==> src/rtl/mem_arbiter_pkg.sv <==
// Shared definitions for the main-memory arbiter: widths, FSM encoding and
// the fixed-priority grant decision.
package mem_arbiter_pkg;

  localparam int ADDR_W = 16;
  localparam int WORDS  = 8;
  localparam int OFF_W  = $clog2(WORDS);
  localparam int BLK_W  = ADDR_W - OFF_W - 1;

  typedef logic [1:0] arb_state_t;

  localparam arb_state_t ST_IDLE    = 2'b00;
  localparam arb_state_t ST_I_FILL  = 2'b01;
  localparam arb_state_t ST_D_FILL  = 2'b10;
  localparam arb_state_t ST_D_WRITE = 2'b11;

  // Store beats D-fill beats I-fill; returns ST_IDLE when nothing is pending.
  function automatic arb_state_t pick_grant(input logic wr_req,
                                            input logic d_req,
                                            input logic i_req);
    arb_state_t g;
    if (wr_req) begin
      g = ST_D_WRITE;
    end else if (d_req) begin
      g = ST_D_FILL;
    end else if (i_req) begin
      g = ST_I_FILL;
    end else begin
      g = ST_IDLE;
    end
    return g;
  endfunction

endpackage

==> src/rtl/mem_arbiter_if.sv <==
// Cache-side and memory-side signals of the arbiter; master is the arbiter,
// slave is the surrounding system (caches plus memory).
interface mem_arbiter_if;
  import mem_arbiter_pkg::*;

  logic              i_miss_req;
  logic [ADDR_W-1:0] i_miss_addr;
  logic              d_miss_req;
  logic [ADDR_W-1:0] d_miss_addr;
  logic              d_wr_req;
  logic [ADDR_W-1:0] d_wr_addr;
  logic [ADDR_W-1:0] d_wr_data;

  logic              mem_en;
  logic              mem_wr;
  logic [ADDR_W-1:0] mem_addr;
  logic [ADDR_W-1:0] mem_wdata;
  logic [ADDR_W-1:0] mem_rdata;
  logic              mem_valid;

  logic [ADDR_W-1:0] fill_data;
  logic [OFF_W-1:0]  fill_idx;
  logic              i_fill_we;
  logic              d_fill_we;
  logic              i_fill_done;
  logic              d_fill_done;
  logic              d_wr_done;
  logic              busy;

  modport master (
    input  i_miss_req, i_miss_addr, d_miss_req, d_miss_addr,
    input  d_wr_req, d_wr_addr, d_wr_data, mem_rdata, mem_valid,
    output mem_en, mem_wr, mem_addr, mem_wdata,
    output fill_data, fill_idx, i_fill_we, d_fill_we,
    output i_fill_done, d_fill_done, d_wr_done, busy
  );

  modport slave (
    output i_miss_req, i_miss_addr, d_miss_req, d_miss_addr,
    output d_wr_req, d_wr_addr, d_wr_data, mem_rdata, mem_valid,
    input  mem_en, mem_wr, mem_addr, mem_wdata,
    input  fill_data, fill_idx, i_fill_we, d_fill_we,
    input  i_fill_done, d_fill_done, d_wr_done, busy
  );

endinterface

==> src/rtl/mem_arbiter_blk_fill_seq.sv <==
// Block-fill sequencer: issues WORDS consecutive reads of the latched block
// and counts returned words independently of memory latency.
module blk_fill_seq
  import mem_arbiter_pkg::*;
(
  input  logic              clk,
  input  logic              rst,
  input  logic              start_i,
  input  logic [BLK_W-1:0]  blk_i,
  input  logic              active_i,
  input  logic              mem_valid_i,
  output logic              issue_en_o,
  output logic [ADDR_W-1:0] issue_addr_o,
  output logic              recv_fire_o,
  output logic [OFF_W-1:0]  recv_idx_o,
  output logic              last_o
);

  localparam logic [OFF_W:0] WORDS_C = (OFF_W+1)'(WORDS);
  localparam logic [OFF_W:0] LAST_C  = (OFF_W+1)'(WORDS - 1);
  localparam logic [OFF_W:0] ONE_C   = (OFF_W+1)'(1);

  logic [BLK_W-1:0] blk_q, blk_d;
  logic [OFF_W:0]   issue_cnt_q, issue_cnt_d;
  logic [OFF_W:0]   recv_cnt_q, recv_cnt_d;

  // Issue/receive decode from the current counters.
  always_comb begin
    issue_en_o   = active_i && (issue_cnt_q < WORDS_C);
    issue_addr_o = {blk_q, issue_cnt_q[OFF_W-1:0], 1'b0};
    recv_fire_o  = active_i && mem_valid_i && (recv_cnt_q < WORDS_C);
    if (recv_fire_o) begin
      recv_idx_o = recv_cnt_q[OFF_W-1:0];
    end else begin
      recv_idx_o = {OFF_W{1'b0}};
    end
    last_o = recv_fire_o && (recv_cnt_q == LAST_C);
  end

  // Counter and block-address next state; a grant reloads everything.
  always_comb begin
    blk_d       = blk_q;
    issue_cnt_d = issue_cnt_q;
    recv_cnt_d  = recv_cnt_q;
    if (start_i) begin
      blk_d       = blk_i;
      issue_cnt_d = {(OFF_W+1){1'b0}};
      recv_cnt_d  = {(OFF_W+1){1'b0}};
    end else begin
      if (issue_en_o) begin
        issue_cnt_d = issue_cnt_q + ONE_C;
      end else begin
        issue_cnt_d = issue_cnt_q;
      end
      if (recv_fire_o) begin
        recv_cnt_d = recv_cnt_q + ONE_C;
      end else begin
        recv_cnt_d = recv_cnt_q;
      end
    end
  end

  // Sequencer state registers.
  always_ff @(posedge clk) begin
    if (rst) begin
      blk_q       <= {BLK_W{1'b0}};
      issue_cnt_q <= {(OFF_W+1){1'b0}};
      recv_cnt_q  <= {(OFF_W+1){1'b0}};
    end else begin
      blk_q       <= blk_d;
      issue_cnt_q <= issue_cnt_d;
      recv_cnt_q  <= recv_cnt_d;
    end
  end

endmodule

==> src/rtl/mem_arbiter.sv <==
// Non-preemptive fixed-priority arbiter sharing one pipelined memory port
// between D-side stores, D-cache fills and I-cache fills.
module mem_arbiter
  import mem_arbiter_pkg::*;
(
  input  logic          clk,
  input  logic          rst,
  mem_arbiter_if.master bus
);

  arb_state_t        state_q, state_d;
  arb_state_t        grant_s;
  logic              start_s;
  logic              fill_active_s;
  logic [ADDR_W-1:0] grant_addr_s;
  logic [BLK_W-1:0]  grant_blk_s;

  logic              issue_en_s;
  logic [ADDR_W-1:0] issue_addr_s;
  logic              recv_fire_s;
  logic [OFF_W-1:0]  recv_idx_s;
  logic              last_s;

  // Grant selection and the block address latched on entry.
  always_comb begin
    grant_s = pick_grant(bus.d_wr_req, bus.d_miss_req, bus.i_miss_req);
    case (grant_s)
      ST_D_WRITE: grant_addr_s = bus.d_wr_addr;
      ST_D_FILL:  grant_addr_s = bus.d_miss_addr;
      ST_I_FILL:  grant_addr_s = bus.i_miss_addr;
      default:    grant_addr_s = {ADDR_W{1'b0}};
    endcase
    grant_blk_s   = grant_addr_s[ADDR_W-1:OFF_W+1];
    start_s       = !rst && (state_q == ST_IDLE) && (grant_s != ST_IDLE);
    fill_active_s = !rst && ((state_q == ST_I_FILL) || (state_q == ST_D_FILL));
  end

  blk_fill_seq u_seq (
    .clk          (clk),
    .rst          (rst),
    .start_i      (start_s),
    .blk_i        (grant_blk_s),
    .active_i     (fill_active_s),
    .mem_valid_i  (bus.mem_valid),
    .issue_en_o   (issue_en_s),
    .issue_addr_o (issue_addr_s),
    .recv_fire_o  (recv_fire_s),
    .recv_idx_o   (recv_idx_s),
    .last_o       (last_s)
  );

  // FSM next state: a store lasts one cycle, a fill ends on its last word.
  always_comb begin
    case (state_q)
      ST_IDLE:    state_d = grant_s;
      ST_D_WRITE: state_d = ST_IDLE;
      ST_I_FILL,
      ST_D_FILL: begin
        if (last_s) begin
          state_d = ST_IDLE;
        end else begin
          state_d = state_q;
        end
      end
      default:    state_d = ST_IDLE;
    endcase
  end

  // FSM state register.
  always_ff @(posedge clk) begin
    if (rst) begin
      state_q <= ST_IDLE;
    end else begin
      state_q <= state_d;
    end
  end

  // Output steering; held quiet during reset so an aborted fill cannot pulse done.
  always_comb begin
    bus.mem_en      = 1'b0;
    bus.mem_wr      = 1'b0;
    bus.mem_addr    = {ADDR_W{1'b0}};
    bus.mem_wdata   = {ADDR_W{1'b0}};
    bus.fill_data   = bus.mem_rdata;
    bus.fill_idx    = {OFF_W{1'b0}};
    bus.i_fill_we   = 1'b0;
    bus.d_fill_we   = 1'b0;
    bus.i_fill_done = 1'b0;
    bus.d_fill_done = 1'b0;
    bus.d_wr_done   = 1'b0;
    bus.busy        = 1'b0;
    if (rst) begin
      bus.busy = 1'b0;
    end else begin
      bus.busy = (state_q != ST_IDLE);
      case (state_q)
        ST_D_WRITE: begin
          bus.mem_en    = 1'b1;
          bus.mem_wr    = 1'b1;
          bus.mem_addr  = bus.d_wr_addr;
          bus.mem_wdata = bus.d_wr_data;
          bus.d_wr_done = 1'b1;
        end
        ST_I_FILL,
        ST_D_FILL: begin
          bus.mem_en = issue_en_s;
          if (issue_en_s) begin
            bus.mem_addr = issue_addr_s;
          end else begin
            bus.mem_addr = {ADDR_W{1'b0}};
          end
          bus.fill_idx    = recv_idx_s;
          bus.i_fill_we   = (state_q == ST_I_FILL) && recv_fire_s;
          bus.d_fill_we   = (state_q == ST_D_FILL) && recv_fire_s;
          bus.i_fill_done = (state_q == ST_I_FILL) && last_s;
          bus.d_fill_done = (state_q == ST_D_FILL) && last_s;
        end
        default: begin
          bus.mem_en = 1'b0;
        end
      endcase
    end
  end

endmodule

==> src/flat_wrapper.sv <==
// flat-port wrapper written by rule: the top's interface ports become plain ports
module mem_arbiter_flat import mem_arbiter_pkg::*;
  (clk, rst, bus_i_miss_req, bus_i_miss_addr, bus_d_miss_req, bus_d_miss_addr, bus_d_wr_req, bus_d_wr_addr, bus_d_wr_data, bus_mem_rdata, bus_mem_valid, bus_mem_en, bus_mem_wr, bus_mem_addr, bus_mem_wdata, bus_fill_data, bus_fill_idx, bus_i_fill_we, bus_d_fill_we, bus_i_fill_done, bus_d_fill_done, bus_d_wr_done, bus_busy);
  mem_arbiter_if bus_i ();
  input  logic clk;
  input  logic rst;
  input wire logic [$bits(bus_i.i_miss_req)-1:0] bus_i_miss_req;
  input wire logic [$bits(bus_i.i_miss_addr)-1:0] bus_i_miss_addr;
  input wire logic [$bits(bus_i.d_miss_req)-1:0] bus_d_miss_req;
  input wire logic [$bits(bus_i.d_miss_addr)-1:0] bus_d_miss_addr;
  input wire logic [$bits(bus_i.d_wr_req)-1:0] bus_d_wr_req;
  input wire logic [$bits(bus_i.d_wr_addr)-1:0] bus_d_wr_addr;
  input wire logic [$bits(bus_i.d_wr_data)-1:0] bus_d_wr_data;
  input wire logic [$bits(bus_i.mem_rdata)-1:0] bus_mem_rdata;
  input wire logic [$bits(bus_i.mem_valid)-1:0] bus_mem_valid;
  output wire logic [$bits(bus_i.mem_en)-1:0] bus_mem_en;
  output wire logic [$bits(bus_i.mem_wr)-1:0] bus_mem_wr;
  output wire logic [$bits(bus_i.mem_addr)-1:0] bus_mem_addr;
  output wire logic [$bits(bus_i.mem_wdata)-1:0] bus_mem_wdata;
  output wire logic [$bits(bus_i.fill_data)-1:0] bus_fill_data;
  output wire logic [$bits(bus_i.fill_idx)-1:0] bus_fill_idx;
  output wire logic [$bits(bus_i.i_fill_we)-1:0] bus_i_fill_we;
  output wire logic [$bits(bus_i.d_fill_we)-1:0] bus_d_fill_we;
  output wire logic [$bits(bus_i.i_fill_done)-1:0] bus_i_fill_done;
  output wire logic [$bits(bus_i.d_fill_done)-1:0] bus_d_fill_done;
  output wire logic [$bits(bus_i.d_wr_done)-1:0] bus_d_wr_done;
  output wire logic [$bits(bus_i.busy)-1:0] bus_busy;
  assign bus_i.i_miss_req = bus_i_miss_req;
  assign bus_i.i_miss_addr = bus_i_miss_addr;
  assign bus_i.d_miss_req = bus_d_miss_req;
  assign bus_i.d_miss_addr = bus_d_miss_addr;
  assign bus_i.d_wr_req = bus_d_wr_req;
  assign bus_i.d_wr_addr = bus_d_wr_addr;
  assign bus_i.d_wr_data = bus_d_wr_data;
  assign bus_i.mem_rdata = bus_mem_rdata;
  assign bus_i.mem_valid = bus_mem_valid;
  assign bus_mem_en = bus_i.mem_en;
  assign bus_mem_wr = bus_i.mem_wr;
  assign bus_mem_addr = bus_i.mem_addr;
  assign bus_mem_wdata = bus_i.mem_wdata;
  assign bus_fill_data = bus_i.fill_data;
  assign bus_fill_idx = bus_i.fill_idx;
  assign bus_i_fill_we = bus_i.i_fill_we;
  assign bus_d_fill_we = bus_i.d_fill_we;
  assign bus_i_fill_done = bus_i.i_fill_done;
  assign bus_d_fill_done = bus_i.d_fill_done;
  assign bus_d_wr_done = bus_i.d_wr_done;
  assign bus_busy = bus_i.busy;
  mem_arbiter u_core (.clk(clk), .rst(rst), .bus(bus_i));
endmodule
==> config.mk <==
export PLATFORM = sky130hd
export DESIGN_NAME = mem_arbiter_flat
export DESIGN_NICKNAME = d
export VERILOG_FILES = /design/src/rtl/mem_arbiter_pkg.sv /design/src/rtl/mem_arbiter_if.sv /design/src/rtl/mem_arbiter_blk_fill_seq.sv /design/src/rtl/mem_arbiter.sv /design/src/flat_wrapper.sv
export SDC_FILE = /design/constraint.sdc
export NUM_CORES = 1
export LEC_CHECK = 0
export CAP_MARGIN = 20
export CORE_MARGIN = 10
export CORE_UTILIZATION = 57
export DETAILED_ROUTE_END_ITERATION = 10
export DONT_BUFFER_PORTS = 1
export GPL_ROUTABILITY_DRIVEN = 0
export PLACE_DENSITY = 0.76
export SLEW_MARGIN = 20
export SYNTH_ARGS = -nofsm -noshare
export SYNTH_HDL_FRONTEND = slang
export SYNTH_SLANG_ARGS = --single-unit
==> constraint.sdc <==
create_clock -name clk -period 2 [get_ports clk]
set_clock_uncertainty 0.15 [all_clocks]
set_input_delay 0.6 -clock clk [delete_from_list [all_inputs] [get_ports clk]]
set_output_delay 0.6 -clock clk [all_outputs]
set_load 0.005 [all_outputs]
# After elaboration in Yosys (flattened, before gate mapping)
# Index checks and enable logic that the tools add are counted.
[word_totals]
output_inout_bits = 59
ff_bits = 22
wordCells = 61
in_bits = 86
[op_classes]
eq_ne = 8
add_sub_neg = 2
magnitude_cmp = 2
muxes = 27
n_reduce_logical = 18
[ops]
columns = ["op", "n"]
rows = [
  ["$mux 16", 4],
  ["$pmux 16 s3", 1],
  ["$pmux 16 s2", 1],
  ["$mux 1", 13],
  ["$logic_and 1x1->1", 11],
  ["$mux 3", 3],
  ["$add 4x1->4 const B", 2],
  ["$eq 2x2->1 const B", 4],
  ["$lt 4x4->1 const B", 2],
  ["$mux 2", 3],
  ["$pmux 2 s3", 1],
  ["$eq 2x1->1 const B", 2],
  ["$eq 4x3->1 const B", 1],
  ["$reduce_bool 2->1", 2],
  ["$reduce_or 2->1", 2],
  ["$logic_not 2->1", 1],
  ["$ne 2x1->1 const B", 1],
  ["$pmux 1 s2", 1],
  ["$logic_not 1->1", 1],
  ["$logic_or 1x1->1", 1],
]

# Logic depth before layout (Yosys ltp)
[depth]
ltp_word = 9
ltp_mapped = 7
depth_no_buf = 5

# Hierarchy
# From an unflattened synthesis, not the netlist that was laid out.
[hier_totals]
hier_cells = 227
hier_area_um2 = 1774.2
[modules_own_cells]
columns = ["mod", "n_inst", "seq_area_each_um2", "cells_per_inst", "area_per_inst_um2"]
rows = [
  ["mem_arbiter", 1, 40.0, 147, 955.9],
  ["blk_fill_seq", 1, 400.4, 80, 818.3],
]

# Worst setup path before layout
# OpenSTA, ideal clock, no wires.
[synth_path]
kind = "register -> output"
start = "reg u_core.state_q[0]"
end = "out bus_mem_addr[10]"
path_stages_with_launch = 8
required_time_ns = 1.250
arrival_time_ns = 1.485
path_slack_ns = -0.235
n_path_buf = 2
path_cell_list = "dfxtp_1 -> inv_1 -> ha_1 -> nor3b_1 -> buf_2 -> buf_2 -> a22oi_1 -> nor2_1"
[synth_via]
elab_chain_cells = 7
word_cells_on_any_way = 10
cone_classes = "3 x eq/ne; 3 x mux; 4 x reduce/logical"
[synth_rtl]
columns = ["element", "line_no", "source"]
rows = [
  ["from (decl)", "mem_arbiter.sv:11", "arb_state_t state_q, state_d;"],
  ["from (signal assigned)", "mem_arbiter.sv:74", "state_q <= state_d;"],
  ["$eq 2x1->1 or $eq 2x2->1 (tied branches)", "mem_arbiter.sv:35, mem_arbiter.sv:96", ""],
  ["$logic_or 1x1->1", "mem_arbiter.sv:35", "fill_active_s = !rst && ((state_q == ST_I_FILL) || (state_q == ST_D_FILL));"],
  ["$logic_and 1x1->1", "mem_arbiter.sv:35", ""],
  ["$logic_and 1x1->1", "mem_arbiter_blk_fill_seq.sv:29", "issue_en_o = active_i && (issue_cnt_q < WORDS_C);"],
  ["$mux 16", "mem_arbiter.sv:107", "if (issue_en_s) begin"],
  ["$pmux 16 s2 (*)", "mem_arbiter.sv:96", "case (state_q)"],
  ["$mux 16 (*)", "mem_arbiter.sv:92", "if (rst) begin"],
  ["to (decl)", "flat_wrapper.sv:18", "output wire logic [$bits(bus_i.mem_addr)-1:0] bus_mem_addr;"],
]
# Every way passes the cells marked *; elsewhere a longest branch is shown, timed or not.

# Worst setup path in the final report
[layout_path]
start = "reg u_core.state_q[0]"
end = "out bus_d_fill_done"
[layout_via]
elab_chain_cells = 9
word_cells_on_any_way = 11
cone_classes = "2 x eq/ne; 2 x mux; 7 x reduce/logical"
[layout_rtl]
columns = ["element", "line_no", "source"]
rows = [
  ["$eq 2x1->1 or $eq 2x2->1 (tied branches)", "mem_arbiter.sv:35, mem_arbiter.sv:96, mem_arbiter.sv:116", ""],
  ["$logic_or 1x1->1", "mem_arbiter.sv:35", ""],
  ["$logic_and 1x1->1", "mem_arbiter.sv:35", ""],
  ["$logic_and 1x1->1 (2 in series)", "mem_arbiter_blk_fill_seq.sv:31", "recv_fire_o = active_i && mem_valid_i && (recv_cnt_q < WORDS_C);"],
  ["$logic_and 1x1->1", "mem_arbiter_blk_fill_seq.sv:37", "last_o = recv_fire_o && (recv_cnt_q == LAST_C);"],
  ["$logic_and 1x1->1", "mem_arbiter.sv:116", "bus.d_fill_done = (state_q == ST_D_FILL) && last_s;"],
  ["$mux 1 (*)", "mem_arbiter.sv:96", ""],
  ["$mux 1 (*)", "mem_arbiter.sv:92", ""],
  ["to (decl)", "flat_wrapper.sv:25", "output wire logic [$bits(bus_i.d_fill_done)-1:0] bus_d_fill_done;"],
]
# Marks and branches as above.

==> results.rst <==
.. list-table::
   :header-rows: 1

   * - Metric
     - Value
   * - Result of the run
     - complete, but fails checks
   * - Failing checks
     - setup timing
   * - I/O pin count
     - around 150
   * - Area of the mapped netlist
     - ~1600 um^2
   * - Critical-path cell with the highest stage delay
     - sky130_fd_sc_hd__dfxtp_2
   * - First-pass GRT wire length
     - around 8000 um
   * - Vias in the first global route
     - approximately 1500
   * - Worst-margin pin slew
     - 0.865 ns
   * - Avg Synthesized Cell Area
     - between 8 and 9 um^2
   * - Number of cells after detailed placement
     - around 210
   * - Buffer and inverter count on the worst path
     - 1
   * - CP Data Arrival Time
     - 1.65 ns
   * - Total number of H-tree levels
     - 1
   * - Overall routing resource usage
     - 0.181
   * - Residual DRC
     - 0
   * - TritonCTS Sinks
     - 22
   * - Xor/xnor cell area share of the yosys netlist
     - 0.0159
   * - End of the worst hold path
     - u_core.u_seq.recv_cnt_q[2]
   * - CTS buffer count
     - 3
   * - Worst skew pair latency
     - between 0.3 and 0.4 ns
   * - Maximum clock path buffer count
     - 2
   * - Wirelength per Cell
     - 25.4 um
   * - GRT Max-Usage Layer
     - met2
   * - Routed vias
     - 1481
   * - Clock slew seen by the registers of the worst setup and hold paths
     - between 0.1 and 0.15 ns
   * - HPWL reported at the end of detailed placement
     - roughly 4300 um
   * - Antenna violations before repair
     - 0
   * - Yosys synthesis warning count
     - 0
   * - Min cycle time layout
     - 2.40 ns
   * - Reg area
     - 443 um^2
   * - Required time reported for the critical path endpoint
     - ~1.3 ns
   * - Share of Yosys cell area claimed by the top area cell type
     - 0.267
   * - Floorplan row count
     - 19
   * - Fraction of final layout cells with drive strength greater than 1
     - 0.371
   * - Post-CTS Hold Fix Bufs
     - 0
   * - Port bufs
     - 0
   * - Most frequent cells in the layout
     - 21 x sky130_fd_sc_hd__and2_4, 21 x sky130_fd_sc_hd__nor2_1, 20 x sky130_fd_sc_hd__dfxtp_1
   * - Final worst-path cycle share
     - 1.20
   * - Layout Area Growth over Synthesis
     - 13.4%
   * - Cell area after placement
     - 1650 um^2
   * - Worst reg-to-reg setup slack
     - 0.24 ns
   * - Met2 global-route usage
     - 0.309
   * - Highest fanout seen on the critical path
     - 4
   * - TritonCTS clock tree
     - done
   * - Area of the core
     - 2760 um^2
   * - Final Routed Wirelength
     - ~5500 um
   * - Lkg Pwr
     - between 0.6 and 0.7 nW
   * - Global Route met3 Usage
     - 0.0875
   * - CTS root buf
     - sky130_fd_sc_hd__clkbuf_4
   * - Area of the multi-input gates
     - 1200 um^2
   * - Final setup slack of the worst path
     - -0.403 ns
   * - Power per cell area
     - ~900 nW/um^2
   * - Die area
     - 5440 um^2
   * - Drt first-iter violations
     - 85
   * - Synth Net Count
     - 288
   * - Family with the most delay on the worst path
     - simple AND/OR/NAND/NOR gates
   * - Total gr overflow
     - 0
   * - Worst hold path startpoint
     - rst
   * - Area leader, netlist
     - sky130_fd_sc_hd__dfxtp_1
   * - Synth cell types
     - 30
   * - Adder and majority gate portion of the synthesized area
     - 0.0531
   * - Worst-case headroom to the max-slew limit
     - 0.422
   * - Kind of path behind the tightest hold check
     - in2reg
   * - Count of endpoints failing setup in the final report
     - 42
   * - Synth Area in Compound Gates
     - 0.256
   * - Net total in the final layout
     - roughly 280
   * - Routed vias/inst
     - 6.82
   * - Dominant combinational cell family by area after synthesis
     - compound AO/OA/AOI/OAI gates
   * - Max VDD drop
     - ~0.65 mV
   * - Horiz. Die Dim
     - 73.8 um
   * - Share of synthesized cell area in and, or, nand and nor gates
     - 0.255
   * - Antenna cell count
     - 0
   * - Top cells by area, synth
     - sky130_fd_sc_hd__dfxtp_1 27%, sky130_fd_sc_hd__buf_4 8.2%, sky130_fd_sc_hd__and2_1 8.0%
   * - FF-to-FF Start
     - u_core.state_q[0]
   * - Gate Count Post-Synth
     - 195
   * - Post-DRT Antenna Nets
     - 0
   * - Pin count of the biggest net entering global routing
     - 28
   * - Number of max-slew violations in the final report
     - 0
   * - Filler cell count in the final layout
     - roughly 230
   * - Delay of the slowest critical-path stage
     - around 0.36 ns
   * - End of the worst register-to-register path
     - u_core.u_seq.recv_cnt_q[1]
   * - Hold path cells
     - 2
   * - Worst Setup Path Type
     - reg2out
   * - Number of iterations in the first detailed-routing pass
     - 4
   * - Worst r2r path cells
     - 7
   * - Achievable Freq
     - between 400 and 500 MHz
   * - Final-report hold violation count
     - 0
   * - CP endpoint kind
     - output pin
   * - Initial Util
     - 0.598
   * - Type of origin of the critical path
     - flip-flop
   * - Max-Cap Viols
     - 0
   * - Critical path cell sequence
     - inv_2 > ha_4 > nor4bb_4 > and2_4 > and3_4
   * - Met1 usage in global routing
     - 0.194
   * - Post-Layout Inst Area
     - approximately 1900 um^2
   * - Multiplexer fraction of the synthesized cell area
     - 0.0243
   * - Final instance count without filler cells
     - about 220
   * - Sequential share of the synthesized area
     - 0.267
   * - Unrepaired setup endpoints after global routing
     - yes
   * - Flip-flop and latch count after synthesis
     - 22
   * - Height of the die
     - ~74 um
==> report_power, final <==
| part | switching [mW] | internal, mW | total, mW |
|---|---|---|---|
| Combinational | 0.439 | 0.463 | 0.902 |
| Clock | 0.132 | 0.0702 | 0.202 |
| Sequential | 0.0479 | 0.527 | 0.575 |
| Total | 0.618 | 1.06 | 1.68 |
==> per-stage QoR <==
stage | setup TNS, ns | worst slack [ns] | hold slack, ns | utilization | power, mW
2_1_floorplan | -0.359 | -0.100 | 0.293 | - | 1.17
6_report | -10.61 | -0.403 | 0.284 | 0.678 | 1.68
3_5_place_dp | -2.83 | -0.224 | 0.307 | 0.598 | 1.35
3_3_place_gp | -0.595 | -0.0944 | 0.298 | 0.598 | 1.31
4_1_cts | -9.54 | -0.406 | 0.280 | 0.672 | 1.67
5_1_grt | -13.06 | -0.474 | 0.290 | 0.678 | 1.78
==> repair_timing <==
item / 4_1_cts / 5_1_grt
pin swaps: 10 / 6
setup endpoints to repair: 42 / 42
cloned: 3 / 0
resized for setup: 41 / 2
setup buffers: 2 / 1
==> cells by family after synthesis <==
| logic type | count (synthesis) |
|---|---|
| AO/OA/AOI/OAI | 48 |
| XOR/XNOR | 3 |
| multiplexers | 4 |
| AND/OR/NAND/NOR | 76 |
| adder cells (fa/ha/maj) | 7 |
| buffers and inverters | 35 |
| flip-flops | 22 |
==> Yosys cell counts <==
cell and n:
sky130_fd_sc_hd__nor2_1 29, sky130_fd_sc_hd__buf_6 1, sky130_fd_sc_hd__nand2_1 1, sky130_fd_sc_hd__a221o_1 12, sky130_fd_sc_hd__inv_1 3, sky130_fd_sc_hd__mux2i_1 4, sky130_fd_sc_hd__nor3b_1 1, sky130_fd_sc_hd__a211o_1 1
sky130_fd_sc_hd__or3_4 1, sky130_fd_sc_hd__nor4bb_1 2, sky130_fd_sc_hd__xnor2_1 3, sky130_fd_sc_hd__clkbuf_1 7, sky130_fd_sc_hd__and3_1 2, sky130_fd_sc_hd__a32o_1 12, sky130_fd_sc_hd__a22oi_1 15, sky130_fd_sc_hd__buf_4 18
sky130_fd_sc_hd__nor2b_1 3, sky130_fd_sc_hd__and2_1 21, sky130_fd_sc_hd__dfxtp_1 22, sky130_fd_sc_hd__nand2b_1 14, sky130_fd_sc_hd__a21o_1 1, sky130_fd_sc_hd__buf_2 5, sky130_fd_sc_hd__or2_1 1, sky130_fd_sc_hd__a21oi_2 1
sky130_fd_sc_hd__ha_1 7, sky130_fd_sc_hd__a211oi_1 1, sky130_fd_sc_hd__a41oi_1 3, sky130_fd_sc_hd__and3b_4 1, sky130_fd_sc_hd__o21ai_0 2, sky130_fd_sc_hd__buf_1 1
==> worst max-delay path by stage <==
stage | endpoint | startpoint | slack [ns] | cells past startpoint
3_3_place_gp | bus_d_fill_done | bus_mem_valid | -0.09 | 3
5_1_grt | bus_mem_addr[6] | u_core.state_q[0] | -0.47 | 6
3_5_place_dp | bus_d_fill_done | bus_mem_valid | -0.22 | 3
2_1_floorplan | bus_d_fill_done | bus_mem_valid | -0.10 | 4
6_report | bus_d_fill_done | u_core.state_q[0] | -0.40 | 5
4_1_cts | bus_mem_addr[6] | u_core.state_q[0] | -0.41 | 6
==> final cells by class <==
type                       instances  area share
inverter                           3     0.00602
multi-input combinational        141       0.641
clock buffer                       3      0.0120
sequential                        22       0.237
timing repair buffer              17      0.0836
tap                               31      0.0207
==> flip-flops by register name, indices dropped and copies added (netlist names) <==
| register | flops |
|---|---|
| u_core.state_q | 2 |
| u_core.u_seq.recv_cnt_q | 4 |
| u_core.u_seq.blk_q | 12 |
| u_core.u_seq.issue_cnt_q | 4 |
==> routing by layer <==
metal / vias up / wire length, um
li1: 673 / -
met1: 719 / 1820
met2: 79 / 2850
met3: 10 / 786
met4: 0 / 59
met5: - / 0
No activity file was read; power rests on OpenSTA's default activity.
